$ cat src/rtl/stream_unpacker.sv
// rtl/stream_unpacker.sv - packed RGB888 AXI4-Stream sink unpacking 3 beats into 4 pixels with framing checks
module stream_unpacker #(
  parameter int X_SIZE    = 640,
  parameter int Y_SIZE    = 480,
  parameter int ERR_CNT_W = 16
) (
  input  logic                 aclk,
  input  logic                 reset,
  input  logic [31:0]          in_stream_tdata,
  input  logic [3:0]           in_stream_tkeep,
  input  logic                 in_stream_tlast,
  input  logic                 in_stream_tuser,
  input  logic                 in_stream_tvalid,
  output logic                 in_stream_tready,
  output logic [7:0]           pix_r,
  output logic [7:0]           pix_g,
  output logic [7:0]           pix_b,
  output logic [9:0]           pix_x,
  output logic [8:0]           pix_y,
  output logic                 pix_sof,
  output logic                 pix_eol,
  output logic                 pix_valid,
  input  logic                 pix_ready,
  output logic                 err_pulse,
  output logic [ERR_CNT_W-1:0] err_count
);

  localparam logic [9:0] X_LAST = 10'(X_SIZE - 1);
  localparam logic [8:0] Y_LAST = 9'(Y_SIZE - 1);

  // Leftover bytes from the previous beat; byte 0 (oldest) sits in bits [7:0]
  logic [1:0]  lcnt;
  logic [23:0] lbuf;
  // tlast of the beat that filled the buffer; tags the drain pixel as eol
  logic        last_flag;
  // Coordinates the next non-sof pixel will take
  logic [9:0]  next_x;
  logic [8:0]  next_y;

  logic        load_ok;
  logic        accept;
  logic        drain;
  logic        load;
  logic        user_err;
  logic        last_err;
  logic        keep_err;
  logic        coord_err;
  logic        any_err;
  logic [1:0]  eff_l;
  logic [23:0] buf_mask;
  logic [55:0] cat;
  logic [23:0] ld_rgb;
  logic        ld_sof;
  logic        ld_eol;
  logic [9:0]  ld_x;
  logic [8:0]  ld_y;

  assign load_ok          = !pix_valid || pix_ready;
  assign in_stream_tready = !reset && (lcnt != 2'd3) && load_ok;
  assign accept           = in_stream_tvalid && in_stream_tready;
  assign drain            = (lcnt == 2'd3) && load_ok;
  assign load             = accept || drain;

  // Byte concatenation of leftovers and the incoming beat, pixel selection and error detection
  always_comb begin
    user_err = in_stream_tuser && (lcnt != 2'd0);
    // a start-of-frame beat always restarts the group, dropping any leftovers
    eff_l    = in_stream_tuser ? 2'd0 : lcnt;
    last_err = in_stream_tlast && (eff_l != 2'd2);
    keep_err = in_stream_tkeep != 4'hF;
    case (eff_l)
      2'd0:    buf_mask = 24'h000000;
      2'd1:    buf_mask = 24'h0000FF;
      2'd2:    buf_mask = 24'h00FFFF;
      default: buf_mask = 24'hFFFFFF;
    endcase
    cat       = ({24'd0, in_stream_tdata} << {eff_l, 3'b000}) | {32'd0, lbuf & buf_mask};
    ld_rgb    = drain ? lbuf : cat[23:0];
    ld_sof    = accept && in_stream_tuser;
    ld_eol    = drain ? last_flag : (accept && last_err);
    ld_x      = ld_sof ? 10'd0 : next_x;
    ld_y      = ld_sof ? 9'd0 : next_y;
    // line length is checked against what was received; coordinates still follow the flags
    coord_err = load && (ld_eol ? (ld_x != X_LAST) : (ld_x == X_LAST));
    any_err   = (accept && (user_err || last_err || keep_err)) || coord_err;
  end

  // Leftover-count state machine, pixel register, coordinate tracking and error counter
  always_ff @(posedge aclk) begin
    if (reset) begin
      lcnt      <= 2'd0;
      lbuf      <= 24'd0;
      last_flag <= 1'b0;
      next_x    <= 10'd0;
      next_y    <= 9'd0;
      pix_valid <= 1'b0;
      pix_r     <= 8'd0;
      pix_g     <= 8'd0;
      pix_b     <= 8'd0;
      pix_x     <= 10'd0;
      pix_y     <= 9'd0;
      pix_sof   <= 1'b0;
      pix_eol   <= 1'b0;
      err_pulse <= 1'b0;
      err_count <= '0;
    end else begin
      if (accept) begin
        lcnt      <= last_err ? 2'd0 : eff_l + 2'd1;
        lbuf      <= cat[47:24];
        last_flag <= in_stream_tlast && !last_err;
      end else if (drain) begin
        lcnt <= 2'd0;
      end

      if (load) begin
        pix_valid <= 1'b1;
        {pix_b, pix_g, pix_r} <= ld_rgb;
        pix_x     <= ld_x;
        pix_y     <= ld_y;
        pix_sof   <= ld_sof;
        pix_eol   <= ld_eol;
        if (ld_eol) begin
          next_x <= 10'd0;
          next_y <= (ld_y == Y_LAST) ? 9'd0 : ld_y + 9'd1;
        end else begin
          next_x <= ld_x + 10'd1;
          next_y <= ld_y;
        end
      end else if (pix_ready) begin
        pix_valid <= 1'b0;
      end

      err_pulse <= any_err;
      if (any_err && (err_count != '1)) begin
        err_count <= err_count + ERR_CNT_W'(1);
      end
    end
  end

endmodule

$ cat config.mk
export PLATFORM = sky130hd
export DESIGN_NAME = stream_unpacker
export DESIGN_NICKNAME = d
export VERILOG_FILES = /design/src/rtl/stream_unpacker.sv
export SDC_FILE = /design/constraint.sdc
export NUM_CORES = 1
export LEC_CHECK = 0
export CORE_MARGIN = 3
export CORE_UTILIZATION = 31
export DETAILED_ROUTE_END_ITERATION = 8
export GPL_TIMING_DRIVEN = 1
export PLACE_DENSITY = 0.61
export SLEW_MARGIN = 0
export SYNTH_ARGS = -nofsm -noshare
export SYNTH_HDL_FRONTEND = slang
export SYNTH_SLANG_ARGS = --single-unit
$ cat constraint.sdc
create_clock -name aclk -period 3 [get_ports aclk]
set_clock_uncertainty 0.1 [all_clocks]
set_input_delay 0.3 -clock aclk [delete_from_list [all_inputs] [get_ports aclk]]
set_output_delay 0.3 -clock aclk [all_outputs]
set_load 0.1 [all_outputs]
Word-level counts from Yosys, hierarchy flattened
Cells that the tools add are included.

Input port bits: 42. Logic and storage cells: 71. Latch bits: 0. Memory bits (read-only): 0. RAM bits: 0. Register bits after elaboration: 109. Memories: 0. Output and inout bits: 64.

Divide/modulo/power cells: 0. Reductions and logical operators: 24. Mux-type cells: 15. Shifts and indexed selects: 1. Add/subtract/negate cells: 4. Multipliers: 0. Bitwise operators: 2. Order comparisons: 0. Equal/unequal tests: 10.

Operator list (number): $pmux W24 S3 (1); $or A48 B24 Y48 (1); $shl A32 B5 Y48 (1); $mux W9 (3); $and A24 B24 Y24 (1); $mux W24 (1); $mux W10 (2); $add A16 B1 Y16 const B (1); $ne A16 B16 Y1 const B (1); $logic_and A1 B1 Y1 (12); $add A10 B1 Y10 const B (1); $eq A10 B10 Y1 const B (1); $ne A10 B10 Y1 const B (1); $add A9 B1 Y9 const B (1); $eq A9 B9 Y1 const B (1); $mux W2 (4); $reduce_bool A2 Y1 (3); $logic_or A1 B1 Y1 (5); $eq A2 B2 Y1 const B (2); $mux W1 (4); $ne A2 B2 Y1 const B (2); $ne A4 B4 Y1 const B (1); $logic_not A1 Y1 (3); $add A2 B1 Y2 const B (1); 2 further kinds (2).

Depth between registers and ports, before layout
Gate-level depths: netlist of the first run.

Word-level depth: 11. Mapped depth: 15. Mapped depth without buffers: 10.

Least setup slack after synthesis of the first run
No wires, ideal clock.

Path kind: flip-flop to flip-flop. From: register pix_valid. To: register err_count[13]. Clock period less this slack: 3.991 ns. Slack: -0.991 ns. Data required time: 2.777 ns. Stages on the path, launching flop included: 14. Data arrival time: 3.767 ns. Path through: dfxtp_1 nor2b_1 clkbuf_1 or3_1 clkbuf_1 and2_1 ha_1 nand3_1 nor4_1 a211o_1 a31oi_4 buf_6 nor4_1 mux2_1.

Word-level cells in the longest chain between the ends: 11. Elaborated cells between the ends (all ways): 17. Those cells by class: eq/ne: 2; mux: 3; reduce/logical: 12.

RTL lines: from (decl) (RTL line 22) `output logic pix_valid,`; from (signal assigned) (RTL line 96) `pix_valid <= 1'b0;`; from (signal assigned) (RTL line 116) `pix_valid <= 1'b1;`; from (signal assigned) (RTL line 130) `pix_valid <= 1'b0;`; $logic_not A1 Y1 * (RTL line 58) `assign load_ok = !pix_valid || pix_ready;`; $logic_or A1 B1 Y1 * (RTL line 58); $logic_and A1 B1 Y1 * (RTL line 59) `assign in_stream_tready = !reset && (lcnt != 2'd3) && load_ok;`; $logic_and A1 B1 Y1 * (RTL line 60) `assign accept = in_stream_tvalid && in_stream_tready;`; $logic_and A1 B1 Y1 * (RTL line 79) `ld_sof = accept && in_stream_tuser;`; $mux W10 * (RTL line 81) `ld_x = ld_sof ? 10'd0 : next_x;`; via ld_x[0] (RTL line 55) `logic [9:0] ld_x;`; $eq A10 B10 Y1 or $ne A10 B10 Y1 (tied branches) (RTL line 84) `coord_err = load && (ld_eol ? (ld_x != X_LAST) : (ld_x == X_LAST));`; $mux W1 * (RTL line 84); $logic_and A1 B1 Y1 * (RTL line 84); $logic_or A1 B1 Y1 * (RTL line 85) `any_err = (accept && (user_err || last_err || keep_err)) || coord_err;`; $logic_and A1 B1 Y1 * (RTL line 134) `if (any_err && (err_count != '1)) begin`; to (signal assigned) (RTL line 135) `err_count <= err_count + ERR_CNT_W'(1);`; to (decl) (RTL line 25) `output logic [ERR_CNT_W-1:0] err_count`.

Mark *: on every way through the listed nets, which the timed path passes. The rest lies on a longest branch. A chain may end at the register's enable or synchronous reset.

Final worst setup path of the first run
From: input port in_stream_tuser. To: register err_count[5].

Elaborated cells between the ends (all ways): 17. Those cells by class: eq/ne: 3; mux: 4; reduce/logical: 10.

RTL lines: from (decl) (RTL line 12) `input logic in_stream_tuser,`; $logic_and A1 B1 Y1 * (RTL line 79); $mux W10 * (RTL line 81); via ld_x[1] (RTL line 55); $eq A10 B10 Y1 or $ne A10 B10 Y1 (tied branches) (RTL line 84); $mux W1 * (RTL line 84); $logic_and A1 B1 Y1 * (RTL line 84); $logic_or A1 B1 Y1 * (RTL line 85); $logic_and A1 B1 Y1 * (RTL line 134).

Marks and branches as above.

==> impl_results.md, run 1 <==
* Outcome: finished, final reports clean
* Count of antenna diodes in the layout at 0
* Final-layout setup total negative slack at 0 ns
* Most numerous cell types in the synthesized netlist: 109 x sky130_fd_sc_hd__dfxtp_1, 86 x sky130_fd_sc_hd__nor2_1, 76 x sky130_fd_sc_hd__nand2_1
* Post-CTS Setup Repair Bufs at 0
* Crit Path Category: input port to flop
* Antenna violations before repair at 0
* Mean instance size in the synthesized netlist at 8.10 um2
* Primary FF master, synth: sky130_fd_sc_hd__dfxtp_1
* Via total after detailed routing at 5,238
* Highest fanout seen on the critical path at 10
* Combined area of the multi-input logic cells at 3060 um2
* Final Slew Violations at 0
* Post-layout worst setup margin at 0.161 ns
* Clock Latency Late Sink at 0.35 ns
* Clock net sink count at 109
* Arrival @ worst endpoint at 2.99 ns
* Number of storage elements in the synthesis netlist at 109
* Fin Hold WS at 0.335 ns
* Detailed Routing Iterations Pass 1 at 4
* Maximum clock frequency at 352 MHz
* Count of filler cells inserted in the layout at 1,733
* Final setup violating endpoints at 0
* Die Footprint at 19,000 um2
* Floorplan row count at 47
* IO Pins at 106
* Maximum buffer depth of the clock tree at 2
* Placed cell areas at 6780 um2
* Die H at 138 um
* Fraction of final layout cells sized beyond drive strength 1 at 20.1%
* Layout-stage area growth over the synthesis result at 31.0%
* Sequential cell area in the final layout at 2190 um2
* Peak supply drop at 0.425 mV
* Horiz. Die Dim at 138 um
* Final critical-path share of the clock period at 94.6%
* Transition time of the tightest slew-check pin at 0.939 ns
* CP startpoint kind: input port
* Setup WS pre-CTS at -0.209 ns
* Number of distinct library cells after synthesis at 52
* Cts bufs inserted at 9
* Worst slew margin at 37.4%
* CTS root buffer: sky130_fd_sc_hd__clkbuf_16
* Clock tree from TritonCTS: built
* Required time of the critical path at 3.15 ns
* Hold WC Path Type: input port to flop
* Number of nets in the final layout at 824
* Number of synthesis warnings at 0
* Number of buffers added to fix hold violations after cts at 0
* Finished Cell Area at 7060 um2
* Overall overflow remaining after global route at 0
* Count of instances resized after the clock tree is built at 0
* Vias per inst at 5.23
* Iteration-0 DRC Markers at 338
* Total length of routed wires at 16,100 um
* Residual DRC count at 0
* Input/output buffers at 105
* Tot GR Track Use at 17.1%
* Combined area of all synthesized cells at 5390 um2
* Post-layout minimum cycle time at 2.84 ns
* Max-capacitance violation count at 0
* Area of the core at 16,800 um2
* Post-route antenna net violation count at 0
* Kind of end point of the critical path: flop
* Via count of the first global-routing pass at 4,920
* Level count of the clock H-tree at 3
* Unrepaired setup endpoints after global routing: false
* Final hold viol count at 0
* Share of async-settable or async-resettable flops after synthesis at 0%
* HPWL after detailed placement at 11,400 um
* Static Leak at 2.74 nW
* Global placement routability congestion at 0.844
* Fraction of synthesized cell area taken by the top area cell type at 40.5%
* Cell count after synthesis at 665
* Global-route wire length before repair at 25,700 um
* Hold Path Cell Cnt at 3
* Number of synthesized flops with an enable pin at 0
* Net count after synthesis at 713
* Most repeated cell in the gate-level netlist after synthesis: sky130_fd_sc_hd__dfxtp_1
* DR WL/cell at 16.0 um
* Post-synthesis sequential area ratio at 40.5%
* Total power density per cell area at 458 nW/um2
* Worst Reg-to-Reg Cells at 11
* Yosys top cell by area: sky130_fd_sc_hd__dfxtp_1
* Top post-synthesis cells by area: sky130_fd_sc_hd__dfxtp_1 41%, sky130_fd_sc_hd__nor2_1 6.0%, sky130_fd_sc_hd__mux2i_1 5.4%, sky130_fd_sc_hd__nand2_1 5.3%, sky130_fd_sc_hd__a21oi_1 4.7%
* Initial core utilization at 32.0%
* Pin count of the biggest net entering global routing at 87
* Post-layout utilization of the core at 42.0%
* Clk slew on worst S/H paths at 0.08 ns
-- final timing paths --
path | from | endpoint | slack [ns]
worst min-delay path | reset | pix_valid | 0.34
worst max-delay path | in_stream_tuser | err_count[5] | 0.16
worst min register to register | pix_g[1] | pix_g[1] | 0.36
worst max register to register | pix_valid | err_count[5] | 0.27
-- logic make-up (layout without fill, tap and decap cells) --
logic type / count (synthesis) / in the layout / synth area share (%)
AO/OA/AOI/OAI: 157 / 157 / 19.4
XOR/XNOR: 4 / 4 / 0.650
adder cells (fa/ha/maj): 6 / 6 / 1.39
buffers and inverters: 54 / 170 / 4.34
flip-flops: 109 / 109 / 40.5
multiplexers: 43 / 43 / 8.32
AND/OR/NAND/NOR: 292 / 292 / 25.4
-- flip-flops by register name (all words and copies together), names as in the netlist --
name,count
pix_valid,1
pix_y,9
pix_sof,1
next_x,10
err_count,16
pix_x,10
lcnt,2
pix_g,8
pix_b,8
next_y,9
pix_r,8
last_flag,1
lbuf,24
pix_eol,1
err_pulse,1
-- cell type report --
type | count | share of cell area, %
Inverter | 7 | 0.372
Timing Repair Buffer | 147 | 17.4
Clock inverter | 7 | 0.798
Multi-Input combinational cell | 502 | 43.4
Tap cell | 220 | 3.90
Sequential cell | 109 | 31.0
Clock buffer | 9 | 3.19
-- per-stage QoR --
step	std cells	total power, W
3_5_place_dp	985	0.00212
3_3_place_gp	985	0.00212
5_1_grt	1001	0.00337
2_1_floorplan	665	0.00192
4_1_cts	1001	0.00329
6_report	1001	0.00323
-- layer usage --
metal	up-vias	track usage (%)	share of wire, %
li1	2613	-	-
met4	0	4.23	1.4
met1	2459	23.3	47
met3	18	4.13	5.4
met2	148	27.4	46
met5	-	0	0
-- where the power goes --
group          switching, W  internal, W  total (W)
sequential        0.0000198      0.00148    0.00150
combinational      0.000402     0.000182   0.000584
clock              0.000575     0.000575    0.00115
total              0.000997      0.00224    0.00323
-- critical path, stage by stage --
cell	delay [ns]
sky130_fd_sc_hd__clkdlybuf4s50_1	0.56
sky130_fd_sc_hd__nand3b_1	0.12
sky130_fd_sc_hd__or3_4	0.35
sky130_fd_sc_hd__and2_4	0.18
sky130_fd_sc_hd__ha_4	0.16
sky130_fd_sc_hd__nand3_4	0.08
sky130_fd_sc_hd__nor4_2	0.05
sky130_fd_sc_hd__o211ai_1	0.18
sky130_fd_sc_hd__a31oi_4	0.16
sky130_fd_sc_hd__buf_12	0.18
sky130_fd_sc_hd__nor4_1	0.31
sky130_fd_sc_hd__mux2_2	0.36
-- placed cells by master (no fill, tap or decap), drive strengths merged, types with 11 or more instances in the layout --
cell type / n
and2: 15
clkdlybuf4s50: 40
a221oi: 18
buf: 107
nor3: 39
nand3: 21
dfxtp: 109
a21oi: 51
mux2i: 29
mux2: 14
o21ai: 26
nor2: 87
nand2: 76
inv: 11
a22oi: 21
Power figures use the tool's default switching activity.
==> run 2, diff against run 1 <==
Settings changed: CORE_ASPECT_RATIO set to 2, PLACE_DENSITY 0.61 to 0.6.
Clock period 3 ns to 3.54 ns, I/O delays scaled along.
==> run 2 against run 1 <==
  * Cell count decreased by 2.7%
  * Critical endpoint is now err_count[15]
  * Flip-flop and latch count unchanged
  * Non-clock buffer count decreased by 14
  * Highest routed layer unchanged
  * Setup slack improved by 0.20 ns
  * Combinational power decreased by 15%
  * Sequential power decreased by 15%
  * Count of clock-buffer cells in the layout unchanged
==> impl_results.md, run 2 (synthesis results as in run 1) <==
* Via total after detailed routing at 5,333 (was 5,238)
* DR WL/cell at 17.9 um (was 16.0 um)
* Fraction of final layout cells sized beyond drive strength 1 at 9.00% (was 20.1%)
* Setup WS pre-CTS at -0.0203 ns (was -0.209 ns)
* Kind of end point of the critical path: flop (unchanged)
* Post-CTS Setup Repair Bufs at 0 (unchanged)
* Area of the core at 16,900 um2 (was 16,800 um2)
* Number of buffers added to fix hold violations after cts at 0 (unchanged)
* Final-layout setup total negative slack at 0 ns (unchanged)
* Maximum buffer depth of the clock tree at 2 (unchanged)
* Final setup violating endpoints at 0 (unchanged)
* Category of cells accounting for the largest share of critical-path delay: simple AND/OR/NAND/NOR gates (unchanged)
* Hold WC Path Type: flop to flop (was input port to flop)
* HPWL after detailed placement at 13,100 um (was 11,400 um)
* IO Pins at 106 (unchanged)
* Detailed Routing Iterations Pass 1 at 4 (unchanged)
* Worst slew margin at 31.1% (was 37.4%)
* Most frequent standard cell in the layout excluding fill and tap cells: sky130_fd_sc_hd__dfxtp_1 (unchanged)
* Global placement routability congestion at 0.890 (was 0.844)
* Max-capacitance violation count at 0 (unchanged)
* Cell Count, Final, Fillers Out at 974 (was 1,001)
* CP peak stage delay at 0.42 ns (was 0.56 ns)
* Clock tree from TritonCTS: built (unchanged)
* Total length of routed wires at 17,400 um (was 16,100 um)
* Floorplan row count at 67 (was 47)
* Initial core utilization at 31.8% (was 32.0%)
* Unrepaired setup endpoints after global routing: false (unchanged)
* Transition time of the tightest slew-check pin at 1.03 ns (was 0.939 ns)
* Via count of the first global-routing pass at 5,020 (was 4,920)
* Largest register by flop count: lbuf (unchanged)
* Clock Latency Late Sink at 0.37 ns (was 0.35 ns)
* Most used cell, CP: sky130_fd_sc_hd__or3_1
* Residual DRC count at 0 (unchanged)
* Horiz. Die Dim at 99.2 um (was 138 um)
* Maximum clock frequency at 314 MHz
* Largest registers: lbuf (24), err_count (16) (unchanged)
* Overall overflow remaining after global route at 0 (unchanged)
* Static Leak at 2.56 nW (was 2.74 nW)
* Final hold viol count at 0 (unchanged)
* Arrival @ worst endpoint at 3.36 ns (was 2.99 ns)
* Antenna violations before repair at 0 (unchanged)
* Post-layout utilization of the core at 41.7% (was 42.0%)
* Final Slew Violations at 0 (unchanged)
* Pin count of the biggest net entering global routing at 87 (unchanged)
* Level count of the clock H-tree at 3 (unchanged)
* Count of filler cells inserted in the layout at 1,764 (was 1,733)
* Outcome: finished, final reports clean (unchanged)
* Buffers & Inverters on Critical Path at 2 (unchanged)
* Post-route antenna net violation count at 0 (unchanged)
* Final critical-path share of the clock period at 89.8%
* Highest fanout seen on the critical path at 15 (was 10)
* Count of instances resized after the clock tree is built at 0 (unchanged)
* Crit Path Category: input port to flop (unchanged)
* Post-layout worst setup margin at 0.360 ns (was 0.161 ns)
* Most used cells in the layout excluding fill and tap cells: 108 x sky130_fd_sc_hd__dfxtp_1, 103 x sky130_fd_sc_hd__clkdlybuf4s50_1, 86 x sky130_fd_sc_hd__nor2_1, 76 x sky130_fd_sc_hd__nand2_1, 50 x sky130_fd_sc_hd__a21oi_1 (was 108 x sky130_fd_sc_hd__dfxtp_1, 105 x sky130_fd_sc_hd__buf_4, 86 x sky130_fd_sc_hd__nor2_1, 76 x sky130_fd_sc_hd__nand2_1, 50 x sky130_fd_sc_hd__a21oi_1)
* Number of flip-flops under the largest register name at 24 (unchanged)
* Global-route wire length before repair at 26,600 um (was 25,700 um)
* CP startpoint kind: input port (unchanged)
* Iteration-0 DRC Markers at 193 (was 338)
* Die H at 192 um (was 138 um)
* Series of cell instances along the critical path: clkdlybuf4s50_1 -> nor2b_1 -> or3_1 -> and2_1 -> ha_1 -> nand3_1 -> nor4_1 -> a211o_1 -> a31oi_4 -> buf_12 -> or3_1 -> a221oi_2 (was clkdlybuf4s50_1 -> nand3b_1 -> or3_4 -> and2_4 -> ha_4 -> nand3_4 -> nor4_2 -> o211ai_1 -> a31oi_4 -> buf_12 -> nor4_1 -> mux2_2)
* Vias per inst at 5.48 (was 5.23)
* Tot GR Track Use at 18.0% (was 17.1%)
* Cts bufs inserted at 9 (unchanged)
* Total placed cells including tap cells at 958 (was 985)
* Peak supply drop at 0.212 mV (was 0.425 mV)
* Required time of the critical path at 3.72 ns (was 3.15 ns)
* Die Footprint at 19,100 um2 (was 19,000 um2)
* Clock net sink count at 109 (unchanged)
* Count of antenna diodes in the layout at 0 (unchanged)
* Post-layout minimum cycle time at 3.18 ns
* Master of the slowest instance on the critical path: sky130_fd_sc_hd__nor4_1 (was sky130_fd_sc_hd__clkdlybuf4s50_1)
* Number of nets in the final layout at 810 (was 824)
* Layout-stage area growth over the synthesis result at 31.1% (was 31.0%)
* Total power density per cell area at 412 nW/um2 (was 458 nW/um2)
* Input/output buffers at 105 (unchanged)
* Clk slew on worst S/H paths at 0.08 ns (about the same)
* CTS root buffer: sky130_fd_sc_hd__clkbuf_16 (unchanged)
[run 2: final timing paths]
path,cells past startpoint,slack (ns),from,end
setup / recovery,12,0.36,pix_ready,err_count[15]
hold / removal,2,0.35,pix_g[6],pix_g[6]
setup reg to reg,11,0.41,pix_valid,err_count[15]
hold reg to reg,2,0.35,pix_g[6],pix_g[6]
[run 2: worst register-to-register path, cell delays in order, from the launching register on]
cell,delay (ns)
sky130_fd_sc_hd__dfxtp_4,0.35
sky130_fd_sc_hd__nor2b_1,0.27
sky130_fd_sc_hd__or3_1,0.22
sky130_fd_sc_hd__and2_1,0.17
sky130_fd_sc_hd__ha_1,0.17
sky130_fd_sc_hd__nand3_1,0.10
sky130_fd_sc_hd__nor4_1,0.42
sky130_fd_sc_hd__a211o_1,0.25
sky130_fd_sc_hd__a31oi_4,0.16
sky130_fd_sc_hd__buf_12,0.19
sky130_fd_sc_hd__or3_1,0.39
sky130_fd_sc_hd__a221oi_2,0.27
[run 2: cell type report]
cell class	instances	area, um2	area share [%]
multi-input combinational	502	2990	42.4
sequential	109	2190	30.9
timing repair buffer	133	1270	18.0
inverter	7	26.3	0.372
tap	207	259	3.67
clock buffer	9	225	3.19
clock inverter	7	105	1.49
[run 2: stage by stage]
stage	total power (W)	cell area, um2	hold slack [ns]
3_5_place_dp	0.00180	6730	0.347
6_report	0.00291	7060	0.351
3_3_place_gp	0.00180	6730	0.344
4_1_cts	0.00293	7060	0.355
2_1_floorplan	0.00162	5390	0.336
5_1_grt	0.00299	7060	0.374
[run 2: power by group]
| part | switching [W] | internal [W] |
|---|---|---|
| clock network | 0.000510 | 0.000632 |
| logic | 0.000344 | 0.000154 |
| registers | 0.0000174 | 0.00125 |
[run 2: layer usage]
layer / GRT usage (%) / wire length, um / part of all wire (%)
met1: 19.1 / 6480 / 37
met5: 0 / 0 / 0
met2: 33.5 / 9500 / 55
met4: 11.0 / 839 / 4.8
met3: 1.74 / 611 / 3.5
==> run 3, diff against run 2 <==
Settings changed: CTS_CLUSTER_DIAMETER set to 30.
==> results of run 3 <==
Final layout, timing and power as in run 2 (identical DEF).
